===== config.mk =====
export PLATFORM = sky130hd
export DESIGN_NAME = reg_scoreboard_flat
export DESIGN_NICKNAME = d
export VERILOG_FILES = /design/src/rtl/reg_scoreboard_if.sv /design/src/rtl/reg_scoreboard.sv /design/src/flat_wrapper.sv
export SDC_FILE = /design/constraint.sdc
export NUM_CORES = 1
export LEC_CHECK = 0
export ABC_AREA = 1
export CELL_PAD_IN_SITES_DETAIL_PLACEMENT = 0
export CELL_PAD_IN_SITES_GLOBAL_PLACEMENT = 1
export CORE_MARGIN = 2
export CORE_UTILIZATION = 33
export CTS_BUF_LIST = sky130_fd_sc_hd__clkbuf_4 sky130_fd_sc_hd__clkbuf_8 sky130_fd_sc_hd__clkbuf_16
export CTS_CLUSTER_DIAMETER = 100
export CTS_CLUSTER_SIZE = 16
export DETAILED_ROUTE_END_ITERATION = 8
export PLACE_DENSITY_LB_ADDON = 0.1
export SLEW_MARGIN = 30
export SYNTH_ARGS = -nofsm -noshare
export SYNTH_HDL_FRONTEND = slang
export SYNTH_SLANG_ARGS = --single-unit

===== constraint.sdc =====
create_clock -name clk -period 3.33 [get_ports clk]
set_input_delay 0.333 -clock clk [delete_from_list [all_inputs] [get_ports clk]]
set_output_delay 0.333 -clock clk [all_outputs]
set_load 0.02 [all_outputs]

===== src/rtl/reg_scoreboard_if.sv =====
// Issue, write-back and status signals between the issue stage and the register scoreboard.
interface reg_scoreboard_if #(
  parameter int TOT_W = 7
);
  logic             issue_valid;
  logic [4:0]       issue_rs1;
  logic [4:0]       issue_rs2;
  logic [4:0]       issue_rd;
  logic             issue_rd_en;
  logic             issue_ready;
  logic             wb_valid;
  logic [4:0]       wb_rd;
  logic             flush;
  logic             busy_rs1;
  logic             busy_rs2;
  logic [TOT_W-1:0] pending_total;
  logic             wb_err;

  modport master (
    output issue_valid, issue_rs1, issue_rs2, issue_rd, issue_rd_en,
    output wb_valid, wb_rd, flush,
    input  issue_ready, busy_rs1, busy_rs2, pending_total, wb_err
  );

  modport slave (
    input  issue_valid, issue_rs1, issue_rs2, issue_rd, issue_rd_en,
    input  wb_valid, wb_rd, flush,
    output issue_ready, busy_rs1, busy_rs2, pending_total, wb_err
  );
endinterface


===== src/rtl/reg_scoreboard.sv =====
// Read-side interlock: counts in-flight writes per register and stalls issue
// while a source operand still has a write pending.
module reg_scoreboard #(
  parameter int NUM_REGS = 32,
  parameter int CNT_W    = 2,
  parameter int TOT_W    = 7
) (
  input logic             clk,
  input logic             rst,
  reg_scoreboard_if.slave sb
);
  localparam int IDX_W = $clog2(NUM_REGS);
  localparam logic [CNT_W-1:0] CNT_MAX = '1;

  logic [NUM_REGS-1:1][CNT_W-1:0] cnt_q, cnt_d;
  logic [TOT_W-1:0]               total_q, total_d;
  logic                           wb_err_q, wb_err_d;

  logic sat_rd, accept, inc, dec, wb_zero;
  logic [CNT_W-1:0] cnt_rs1, cnt_rs2, cnt_rd, cnt_wb;

  // Register 0 has no counter and always reads as idle.
  function automatic logic [CNT_W-1:0] cnt_of(
    input logic [NUM_REGS-1:1][CNT_W-1:0] cnt,
    input logic [IDX_W-1:0]               idx
  );
    if (idx == '0) return '0;
    return cnt[idx];
  endfunction

  always_comb begin
    cnt_rs1 = cnt_of(cnt_q, sb.issue_rs1);
    cnt_rs2 = cnt_of(cnt_q, sb.issue_rs2);
    cnt_rd  = cnt_of(cnt_q, sb.issue_rd);
    cnt_wb  = cnt_of(cnt_q, sb.wb_rd);

    sb.busy_rs1    = (cnt_rs1 != '0);
    sb.busy_rs2    = (cnt_rs2 != '0);
    sat_rd         = sb.issue_rd_en && (sb.issue_rd != '0) && (cnt_rd == CNT_MAX);
    sb.issue_ready = !(sb.busy_rs1 || sb.busy_rs2 || sat_rd) && !sb.flush;
    accept         = sb.issue_valid && sb.issue_ready;

    // accept already excludes flush and a saturated destination
    inc     = accept && sb.issue_rd_en && (sb.issue_rd != '0);
    dec     = !sb.flush && sb.wb_valid && (sb.wb_rd != '0) && (cnt_wb != '0);
    wb_zero = !sb.flush && sb.wb_valid && (sb.wb_rd != '0) && (cnt_wb == '0);

    sb.pending_total = total_q;
    sb.wb_err        = wb_err_q;
  end

  always_comb begin
    cnt_d = cnt_q;
    for (int r = 1; r < NUM_REGS; r++) begin
      if (sb.flush) begin
        cnt_d[r] = '0;
      end else begin
        // An issue and a retire to the same register cancel out.
        if ((inc && sb.issue_rd == IDX_W'(r)) && !(dec && sb.wb_rd == IDX_W'(r)))
          cnt_d[r] = cnt_q[r] + 1'b1;
        else if (!(inc && sb.issue_rd == IDX_W'(r)) && (dec && sb.wb_rd == IDX_W'(r)))
          cnt_d[r] = cnt_q[r] - 1'b1;
      end
    end

    if (sb.flush)
      total_d = '0;
    else
      total_d = total_q + TOT_W'(inc) - TOT_W'(dec);

    wb_err_d = wb_err_q || wb_zero;
  end

  always_ff @(posedge clk or negedge rst) begin
    if (!rst) begin
      cnt_q    <= '0;
      total_q  <= '0;
      wb_err_q <= 1'b0;
    end else begin
      cnt_q    <= cnt_d;
      total_q  <= total_d;
      wb_err_q <= wb_err_d;
    end
  end
endmodule


===== src/flat_wrapper.sv =====
// flat-port wrapper written by rule: the top's interface ports become plain ports
module reg_scoreboard_flat 
#(
  parameter int NUM_REGS = 32,
  parameter int CNT_W    = 2,
  parameter int TOT_W    = 7
)
  (clk, rst, sb_issue_valid, sb_issue_rs1, sb_issue_rs2, sb_issue_rd, sb_issue_rd_en, sb_wb_valid, sb_wb_rd, sb_flush, sb_issue_ready, sb_busy_rs1, sb_busy_rs2, sb_pending_total, sb_wb_err);
  reg_scoreboard_if #(.TOT_W(TOT_W)) sb_i ();
  input logic clk;
  input logic rst;
  input wire logic [$bits(sb_i.issue_valid)-1:0] sb_issue_valid;
  input wire logic [$bits(sb_i.issue_rs1)-1:0] sb_issue_rs1;
  input wire logic [$bits(sb_i.issue_rs2)-1:0] sb_issue_rs2;
  input wire logic [$bits(sb_i.issue_rd)-1:0] sb_issue_rd;
  input wire logic [$bits(sb_i.issue_rd_en)-1:0] sb_issue_rd_en;
  input wire logic [$bits(sb_i.wb_valid)-1:0] sb_wb_valid;
  input wire logic [$bits(sb_i.wb_rd)-1:0] sb_wb_rd;
  input wire logic [$bits(sb_i.flush)-1:0] sb_flush;
  output wire logic [$bits(sb_i.issue_ready)-1:0] sb_issue_ready;
  output wire logic [$bits(sb_i.busy_rs1)-1:0] sb_busy_rs1;
  output wire logic [$bits(sb_i.busy_rs2)-1:0] sb_busy_rs2;
  output wire logic [$bits(sb_i.pending_total)-1:0] sb_pending_total;
  output wire logic [$bits(sb_i.wb_err)-1:0] sb_wb_err;
  assign sb_i.issue_valid = sb_issue_valid;
  assign sb_i.issue_rs1 = sb_issue_rs1;
  assign sb_i.issue_rs2 = sb_issue_rs2;
  assign sb_i.issue_rd = sb_issue_rd;
  assign sb_i.issue_rd_en = sb_issue_rd_en;
  assign sb_i.wb_valid = sb_wb_valid;
  assign sb_i.wb_rd = sb_wb_rd;
  assign sb_i.flush = sb_flush;
  assign sb_issue_ready = sb_i.issue_ready;
  assign sb_busy_rs1 = sb_i.busy_rs1;
  assign sb_busy_rs2 = sb_i.busy_rs2;
  assign sb_pending_total = sb_i.pending_total;
  assign sb_wb_err = sb_i.wb_err;
  reg_scoreboard #(.NUM_REGS(NUM_REGS), .CNT_W(CNT_W), .TOT_W(TOT_W)) u_core (.clk(clk), .rst(rst), .sb(sb_i));
endmodule

# After elaboration in Yosys (flattened, before gate mapping)
# Cells that the tools add are included.
# word_totals
regBits	70
inputBits	26
output_inout_bits	11
wordCells	520
# classes
addsub	64
n_lt_le_gt_ge	4
n_eq_ne	63
n_mux	114
n_reduce_logical	242
# op_table
op	n
two-way mux 2 bit	105
== test 5 bit (second input constant)	32
logical AND 1 bit	134
nonzero test 3 bit	31
== test 5 x 4 -> 1 bit (second input constant)	16
logical NOT 1 bit	64
adder 2 x 1 -> 2 bit (second input constant)	31
subtractor 2 x 1 -> 2 bit (second input constant)	31
binary-select mux 2 bit (select 5 bit)	4
== test 5 x 3 -> 1 bit (second input constant)	8
less-than comparator 5 x 6 -> 1 bit (second input constant)	4
== test 5 x 2 -> 1 bit (second input constant)	4
logical NOT 5 bit	4
== test 5 x 1 -> 1 bit (second input constant)	2
nonzero test 5 bit	2
adder 7 x 1 -> 7 bit	1
two-way mux 7 bit	1
subtractor 7 x 1 -> 7 bit	1
nonzero test 2 bit	3
two-way mux 1 bit	4
logical OR 1 bit	3
== test 2 bit (second input constant)	1
logical NOT 2 bit	1

# Logic depth before layout (Yosys ltp)
# Gate-level depths: netlist of run 1.
# depth
depth_word	17
mapped_depth	27
mapped_depth_nobuf	25

# Worst setup path after synthesis of run 1
# Ideal clock, no wire load.
# synth_path
path_type	input -> register
start	input sb_wb_rd[2]
end	register u_core.total_q[6] (netlist: u_core.sb.pending_total[6])
arrival_time_ns	2.987
required_ns	3.198
setup_slack_ns	0.211
path_stages	23
cell_sequence	nor2_1 > inv_1 > nor2_1 > nand2_1 > nand4_1 > nor2_1 > nor2_2 > buf_4 > nand2_2 > inv_1 > ha_1 > inv_1 > ha_1 > inv_1 > fa_1 > o31ai_1 > nand2_1 > inv_1 > nor2_1 > inv_1 > a21oi_1 > xor2_1 > nor2_1
# synth_between
elab_chain_len	7
elab_cells_between_ends	11
cone_classes	add/sub (1); mux (5); reduce/logical (5)
# synth_lines
element	line	rtl
start: declaration	flat_wrapper.sv:18	input wire logic [$bits(sb_i.wb_rd)-1:0] sb_wb_rd;
binary-select mux 2 bit (select 5 bit) or logical NOT 5 bit (tied branches)	reg_scoreboard.sv:28, reg_scoreboard.sv:27	
two-way mux 2 bit (not written as such) or two-way mux 1 bit (tied branches)	reg_scoreboard.sv:28, reg_scoreboard.sv:27	
two-way mux 2 bit	reg_scoreboard.sv:28	return cnt[idx];
nonzero test 2 bit	reg_scoreboard.sv:45	dec = !sb.flush && sb.wb_valid && (sb.wb_rd != '0) && (cnt_wb != '0);
logical AND 1 bit (*)	reg_scoreboard.sv:45	
subtractor 7 x 1 -> 7 bit (*)	reg_scoreboard.sv:69	total_d = total_q + TOT_W'(inc) - TOT_W'(dec);
two-way mux 7 bit (*)	reg_scoreboard.sv:66	if (sb.flush)
via u_core.total_d[6]	reg_scoreboard.sv:16	logic [TOT_W-1:0] total_q, total_d;
end signal: assignment	reg_scoreboard.sv:81	total_q <= total_d;
end: declaration	reg_scoreboard.sv:16	
# The timed path passes the listed nets; every way through them passes the cells marked *. The select of a mux whose other input is x is not followed.
# A chain may end at the register's enable or synchronous reset.

# Final worst setup path of run 1
# layout_path
start	register u_core.cnt_q[59] (netlist bit)
end	register u_core.total_q[6] (netlist: u_core.sb.pending_total[6])
# layout_between
elab_chain_len	14
elab_cells_between_ends	28
cone_classes	add/sub (2); eq/ne (1); mux (13); reduce/logical (12)
# layout_lines
element	line	rtl
start: declaration	reg_scoreboard.sv:15	logic [NUM_REGS-1:1][CNT_W-1:0] cnt_q, cnt_d;
start signal: assignment	reg_scoreboard.sv:80	cnt_q <= cnt_d;
binary-select mux 2 bit (select 5 bit)	reg_scoreboard.sv:28	
two-way mux 2 bit (not written as such)	reg_scoreboard.sv:28	
two-way mux 2 bit	reg_scoreboard.sv:28	
== test 2 bit, or another cell as far along	reg_scoreboard.sv:39	sat_rd = sb.issue_rd_en && (sb.issue_rd != '0) && (cnt_rd == CNT_MAX);
logical AND 1 bit or logical OR 1 bit (tied branches)	reg_scoreboard.sv:39, reg_scoreboard.sv:40	
logical OR 1 bit	reg_scoreboard.sv:40	sb.issue_ready = !(sb.busy_rs1 || sb.busy_rs2 || sat_rd) && !sb.flush;
logical NOT 1 bit	reg_scoreboard.sv:40	
logical AND 1 bit	reg_scoreboard.sv:40	
logical AND 1 bit	reg_scoreboard.sv:41	accept = sb.issue_valid && sb.issue_ready;
logical AND 1 bit (2 in a row)	reg_scoreboard.sv:44	inc = accept && sb.issue_rd_en && (sb.issue_rd != '0);
adder 7 x 1 -> 7 bit	reg_scoreboard.sv:69	
subtractor 7 x 1 -> 7 bit (*)	reg_scoreboard.sv:69	
two-way mux 7 bit (*)	reg_scoreboard.sv:66	
via u_core.total_d[6]	reg_scoreboard.sv:16	
# Marked as above.

==> flow_summary_export.csv, run 1 <==
group,metric,value,unit
outcome,outcome,"finished clean",
timing,drv_slew,0,
floorplanning,boundaryPins,37,
logic_synthesis,yosysSeqAreaShare,23.7,%
worst_setup_path,cpPeakStageDelay,410,ps
min_path,min_path_type,"input port to asynchronous set/reset pin",
logic_synthesis,ys_ff_latch,70,
timing,slew_headroom,42.5,%
floorplanning,die_area,23600,sq um
run,cap_viol_max_count,0,
cts,cts_inserted_buffers,9,
detailed_routing,dr_wl_met2,13.1,mm
cts,clkTransAtPathRegs,70,ps
cts,h-tree-depth,3,
logic_synthesis,yosys_warnings,0,
pwr,powerDensity,276,nW/um^2
worst_setup_path,r2r-end,"u_core.sb.pending_total[6]$_DFF_PN0_",
placement,dpl.hpwl,23.1,mm
floorplanning,die_h,154,um
cts,ctsHoldBuffers,0,
cells_and_area,multi_input_area,4840,sq um
detailed_routing,top_layer_used,"met4",
logic_synthesis,syn_area,7390,sq um
grt,grt_usage,25.9,%
placement,place.gp.congestion,0.940,
worst_setup_path,crit_top_cell,"inv_1",
timing,fin_worst_skew,7.95,ps
logic_synthesis,synth_top_area_share,23.7,%
timing,setup_viol,0,
grt,overflow,0,
worst_setup_path,slowest_stage,"dfrtp_1",
cells_and_area,seqCellArea,1760,sq um
grt,grt_pass1_vias,8459,
cts,clockBufferDepth,2,
detailed_routing,first_pass_iters,7,
timing,tightest_slew,862,ps
timing,final_hold_viol_count,0,
floorplanning,start_util,33.8,%
placement,place_inst,1735,
timing,fin_setup_tns,0,ps
floorplanning,core_area,21900,sq um
cts,ctsRootBufferMaster,"clkbuf_16",
grt,antenna_found_initial,0,
cells_and_area,final_cell_mix,"nand2_1, inv_1, nor2_1",
worst_setup_path,cp_top_family,"simple AND/OR/NAND/NOR gates",
floorplanning,rows,54,
cells_and_area,layout.nets,1506,
detailed_routing,wl_met1,15.0,mm
worst_setup_path,cp-end-kind,"register",
cells_and_area,syn2layout_area_growth,28.3,%
placement,port-buffer-count,36,
worst_setup_path,path_cells,"inv_1 > nand2_1 > nand2_1 > o21ai_0 > o21ai_0 > nand3_1 > nor2_1 > nor2_2 > nand2_2 > inv_1 > ha_1 > inv_1 > ha_4 > inv_1 > fa_2 > o31ai_4 > nand2_1 > inv_2 > nor2_1 > inv_1 > a21oi_2 > xor2_1 > nor2_1",
worst_setup_path,path_buf_inv,6,
logic_synthesis,synth_cells,1324,
worst_setup_path,reg2reg_depth,23,
logic_synthesis,synth_top_area_cell,"dfrtp_1",
logic_synthesis,synth.distinct_cells,37,
timing,max_freq,320,MHz
cts,cts.sinks,70,
detailed_routing,antenna_left,0,
grt,grt_pass1_wl,47.6,mm
pwr,peakVddDrop,0.000222,V
timing,fin_crit_sh,93.7,%
worst_setup_path,cp_max_fo,4,
logic_synthesis,yosys-top-cells-area,"dfrtp_1, nand2_1, nand3_1",
cells_and_area,num-fill-cells,2427,
worst_setup_path,r2r-start,"u_core.cnt_q[59]$_DFFE_PN0P_",
cts,worstSkewPairLatency,360,ps
worst_setup_path,crit_arrival,3360,ps
detailed_routing,drc_errors,0,
cells_and_area,layout-drive-gt1-share,16.1,%
worst_setup_path,path_class,"register to register",
grt,grt_max_degree,58,
cts,cts_tree,"built",
detailed_routing,routed-wl-met3,1.81,mm
cells_and_area,final_common_cell,"nand2_1",
timing,fin_crit,3120,ps
cells_and_area,antenna_cells,0,
worst_setup_path,cp.depth,23,
detailed_routing,vias_per_cell,5.12,
pwr,p_leak,4.56,nW
worst_setup_path,critPathLaunch,"u_core.cnt_q[59]$_DFFE_PN0P_",
logic_synthesis,synth_fp_nets,1358,
worst_setup_path,reg2reg_slack,210,ps
cells_and_area,layout.cells.non_filler,1757,
detailed_routing,wl_per_cell,17.3,um
logic_synthesis,avgSynthCellArea,5.58,sq um
worst_setup_path,cp.required,3570,ps
floorplanning,dieWidth,154,um
detailed_routing,drt_iter0_drc,740,
detailed_routing,num_vias,9003,
worst_setup_path,start_kind,"register",
detailed_routing,wl,30.4,mm
final cells by class:
class / instances / share of cell area [%]
multi-input cells: 1021 / 51.0
clock buffers: 9 / 2.38
repair buffers: 180 / 16.2
inverters: 190 / 7.57
clock inverters: 7 / 0.541
well taps: 280 / 3.69
flip-flops and latches: 70 / 18.5
metrics by stage:
step | setup WS, ps | instance area (sq um) | hold slack [ps] | power (mW) | utilization (%)
finish | 208 | 9480 | 75.6 | 2.62 | 43.3
global route | -60.7 | 9480 | 161 | 2.75 | 43.3
CTS | 63.1 | 9270 | 119 | 2.59 | 42.3
detailed placement | -657 | 8970 | 501 | 1.63 | 41.0
global placement | -595 | 8970 | 500 | 1.64 | 41.0
floorplan | 211 | 7390 | 37.4 | 1.31 | -
cell families after synthesis:
| kind of cell | share of synthesized area [%] |
|---|---|
| compound gates | 8.21 |
| xor+xnor | 0.474 |
| fa+ha+maj | 1.46 |
| flops | 23.7 |
| buf+inv | 12.7 |
| simple gates | 53.4 |
per-layer routing:
metal / up-vias / global-route usage (%)
met1: 4106 / 38.4
li1: 4572 / -
met5: - / 0
met2: 288 / 39.4
met3: 37 / 3.66
met4: 0 / 7.03
report_power, final:
group / switching [mW] / leakage [nW] / internal, mW
Clock: 0.451 / 0.131 / 0.506
Sequential: 0.0218 / 0.960 / 0.877
Combinational: 0.461 / 3.47 / 0.300
Total: 0.934 / 4.56 / 1.68
worst max path at each step:
stage,end,slack (ps)
6_report,u_core.sb.pending_total[6]$_DFF_PN0_,210
3_3_place_gp,u_core.sb.pending_total[6]$_DFF_PN0_,-600
3_5_place_dp,u_core.sb.pending_total[6]$_DFF_PN0_,-660
4_1_cts,u_core.sb.pending_total[6]$_DFF_PN0_,60
5_1_grt,u_core.sb.pending_total[6]$_DFF_PN0_,-60
2_1_floorplan,u_core.sb.pending_total[6]$_DFF_PN0_,210
cell usage after synthesis (all sizes together):
master	instances
a21oi	61
and3	7
buf	26
clkbuf	17
clkinv	6
dfrtp	70
fa	1
ha	7
inv	184
nand2	418
nand3	169
nand4	79
nor2	190
nor3	29
o211ai	3
o21ai	50
o21bai	1
o22ai	1
o31ai	1
xnor2	3
xor2	1
state kept, by name, summed over array words and instances, names as in the netlist:
signal / cells
u_core.cnt_q: 62
u_core.sb.wb_err: 1
u_core.sb.pending_total: 7
what timing repair did:
action / 4_1_cts / 5_1_grt
pin swaps: 1 / 14
setup buffers: 0 / 6
gates resized for setup: 9 / 53
endpoints found under the setup margin: 2 / 3
gates cloned: 0 / 1
Note: power is estimated with default switching activity, not from simulation.
==> run 2, diff against run 1 <==
- CORE_MARGIN: 2 -> not set
- clock period: 3.33 -> 3.8 ns (I/O delays scaled with it)
==> flow_summary_export.csv, run 2 (synthesis results as in run 1) <==
group,metric,value,unit
cts,worstSkewPairLatency,350,ps
cells_and_area,layout.cells.non_filler,1671,
cts,h-tree-depth,3,
detailed_routing,antenna_left,0,
detailed_routing,wl,29.7,mm
timing,fin_hold_ws,63.6,ps
floorplanning,rows,54,
cts,clkTransAtPathRegs,60,ps
pwr,p_clk_share,39.6,%
floorplanning,die_area,23000,sq um
cells_and_area,layout.nets,1420,
min_path,min_path_type,"input port to asynchronous set/reset pin",
worst_setup_path,reg2reg_slack,320,ps
grt,antenna_found_initial,0,
timing,setup_viol,0,
floorplanning,die_h,152,um
cells_and_area,largest-register,"u_core.cnt_q",
pwr,p_sw,0.781,mW
cells_and_area,syn2layout_area_growth,17.1,%
floorplanning,dieWidth,152,um
detailed_routing,vias_per_cell,5.22,
worst_setup_path,r2r-start,"u_core.cnt_q[47]$_DFFE_PN0P_",
cts,cts_setup_buffers,0,
cells_and_area,utilization,39.6,%
floorplanning,core_area,21900,sq um
detailed_routing,drt_iter0_drc,747,
pwr,p_leak,4.08,nW
grt,grt_pass1_vias,8013,
cells_and_area,layout-drive-gt1-share,8.55,%
run,cap_viol_max_count,0,
worst_setup_path,path_class,"input port to output port",
cts,cts_tree,"built",
detailed_routing,wl_per_cell,17.8,um
timing,final_hold_viol_count,0,
timing,fin_crit,3530,ps
cts,clockBufferDepth,2,
cells_and_area,final_area,8660,sq um
placement,place.gp.congestion,0.909,
timing,tightest_slew,696,ps
timing,slew_headroom,53.6,%
grt,grt_max_degree,55,
pwr,powerDensity,264,nW/um^2
cts,cts_inserted_buffers,9,
worst_setup_path,crit_arrival,3150,ps
timing,max_freq,283,MHz
timing,rsz0062_at_grt,"false",
pwr,peakVddDrop,0.000176,V
pwr,finalPower,2.29,mW
floorplanning,boundaryPins,37,
placement,dpl.hpwl,22.5,mm
detailed_routing,drc_errors,0,
worst_setup_path,reg2reg_depth,23,
placement,place_area,8350,sq um
worst_setup_path,cp-end-kind,"output port",
pwr,combPwrFrac,25.9,%
cells_and_area,final_common_cell,"nand2_1",
cells_and_area,antenna_cells,0,
timing,fin_crit_sh,92.8,%
timing,fin_ws,273,ps
worst_setup_path,start_kind,"input port",
cts,cts.sinks,70,
timing,fin_worst_skew,7.52,ps
pwr,swShare,34.2,%
timing,fin_setup_tns,0,ps
placement,place_inst,1655,
cells_and_area,largest_reg_flops,62,
detailed_routing,first_pass_iters,7,
cells_and_area,final_cell_mix,"nand2_1, nor2_1, inv_1",
floorplanning,start_util,33.8,%
pwr,power_frac_seq,34.5,%
grt,grt_pass1_wl,46.0,mm
detailed_routing,num_vias,8730,
worst_setup_path,r2r-end,"u_core.sb.pending_total[6]$_DFF_PN0_",
worst_setup_path,cp.required,3420,ps
placement,port-buffer-count,36,
grt,grt_usage,27.1,%
grt,overflow,0,
outcome,outcome,"finished clean",
cts,ctsRootBufferMaster,"clkbuf_16",
placement,pre_cts_ws,-81.3,ps
worst_setup_path,cp_max_fo,16,
timing,drv_slew,0,
pwr,power.internal,1.50,mW
## run 2: final cells by class
class | instances | area, sq um
Fill cell | 2517 | 13200
Sequential cell | 70 | 1750
Inverter | 190 | 713
Tap cell | 280 | 350
Timing Repair Buffer | 94 | 828
Clock buffer | 10 | 239
Clock inverter | 6 | 61.3
Multi-Input combinational cell | 1021 | 4720
## run 2: worst max path at each step
stage                    from  slack (ps)                              endpoint
2_1_floorplan     sb_wb_rd[2]         630  u_core.sb.pending_total[6]$_DFF_PN0_
3_3_place_gp   sb_issue_rd[0]         -80  u_core.sb.pending_total[6]$_DFF_PN0_
3_5_place_dp   sb_issue_rd[0]         -80  u_core.sb.pending_total[6]$_DFF_PN0_
4_1_cts        sb_issue_rd[0]         240                        sb_issue_ready
5_1_grt           sb_wb_rd[2]         0.3  u_core.sb.pending_total[6]$_DFF_PN0_
6_report       sb_issue_rd[0]         270                        sb_issue_ready
## run 2: per-layer routing
metal | up-vias | wire length, um | GRT usage (%)
met5 | - | 0 | 0
met4 | 0 | 816 | 9.46
met3 | 51 | 2080 | 4.64
met2 | 294 | 12200 | 40.5
met1 | 3996 | 14500 | 38.7
li1 | 4389 | - | -
## run 2: worst max-delay path, stage by stage
cell,delay (ps)
clkdlybuf4s50_1,400
buf_4,180
buf_12,160
o21ai_0,420
nand2_1,120
nand2_1,100
nand2_1,50
nand2_1,50
inv_1,30
nand2_1,50
nand2_1,80
nand2_2,100
buf_4,110
nand2_1,50
nor2_2,220
nor2_8,70
clkdlybuf4s50_1,550
## run 2: what timing repair did
action                                  4_1_cts  5_1_grt
endpoints found under the setup margin        0        1
gates resized for setup                       0        3
hold buffers                                  0        0
## run 2: power groups by stage
stage               combinational, mW  sequential [mW]  clock, mW
finish                          0.593            0.788      0.904
global route                    0.651            0.793      0.951
CTS                             0.592            0.789      0.929
detailed placement              0.590            0.803          0
global placement                0.594            0.803          0
floorplan                       0.321            0.824          0
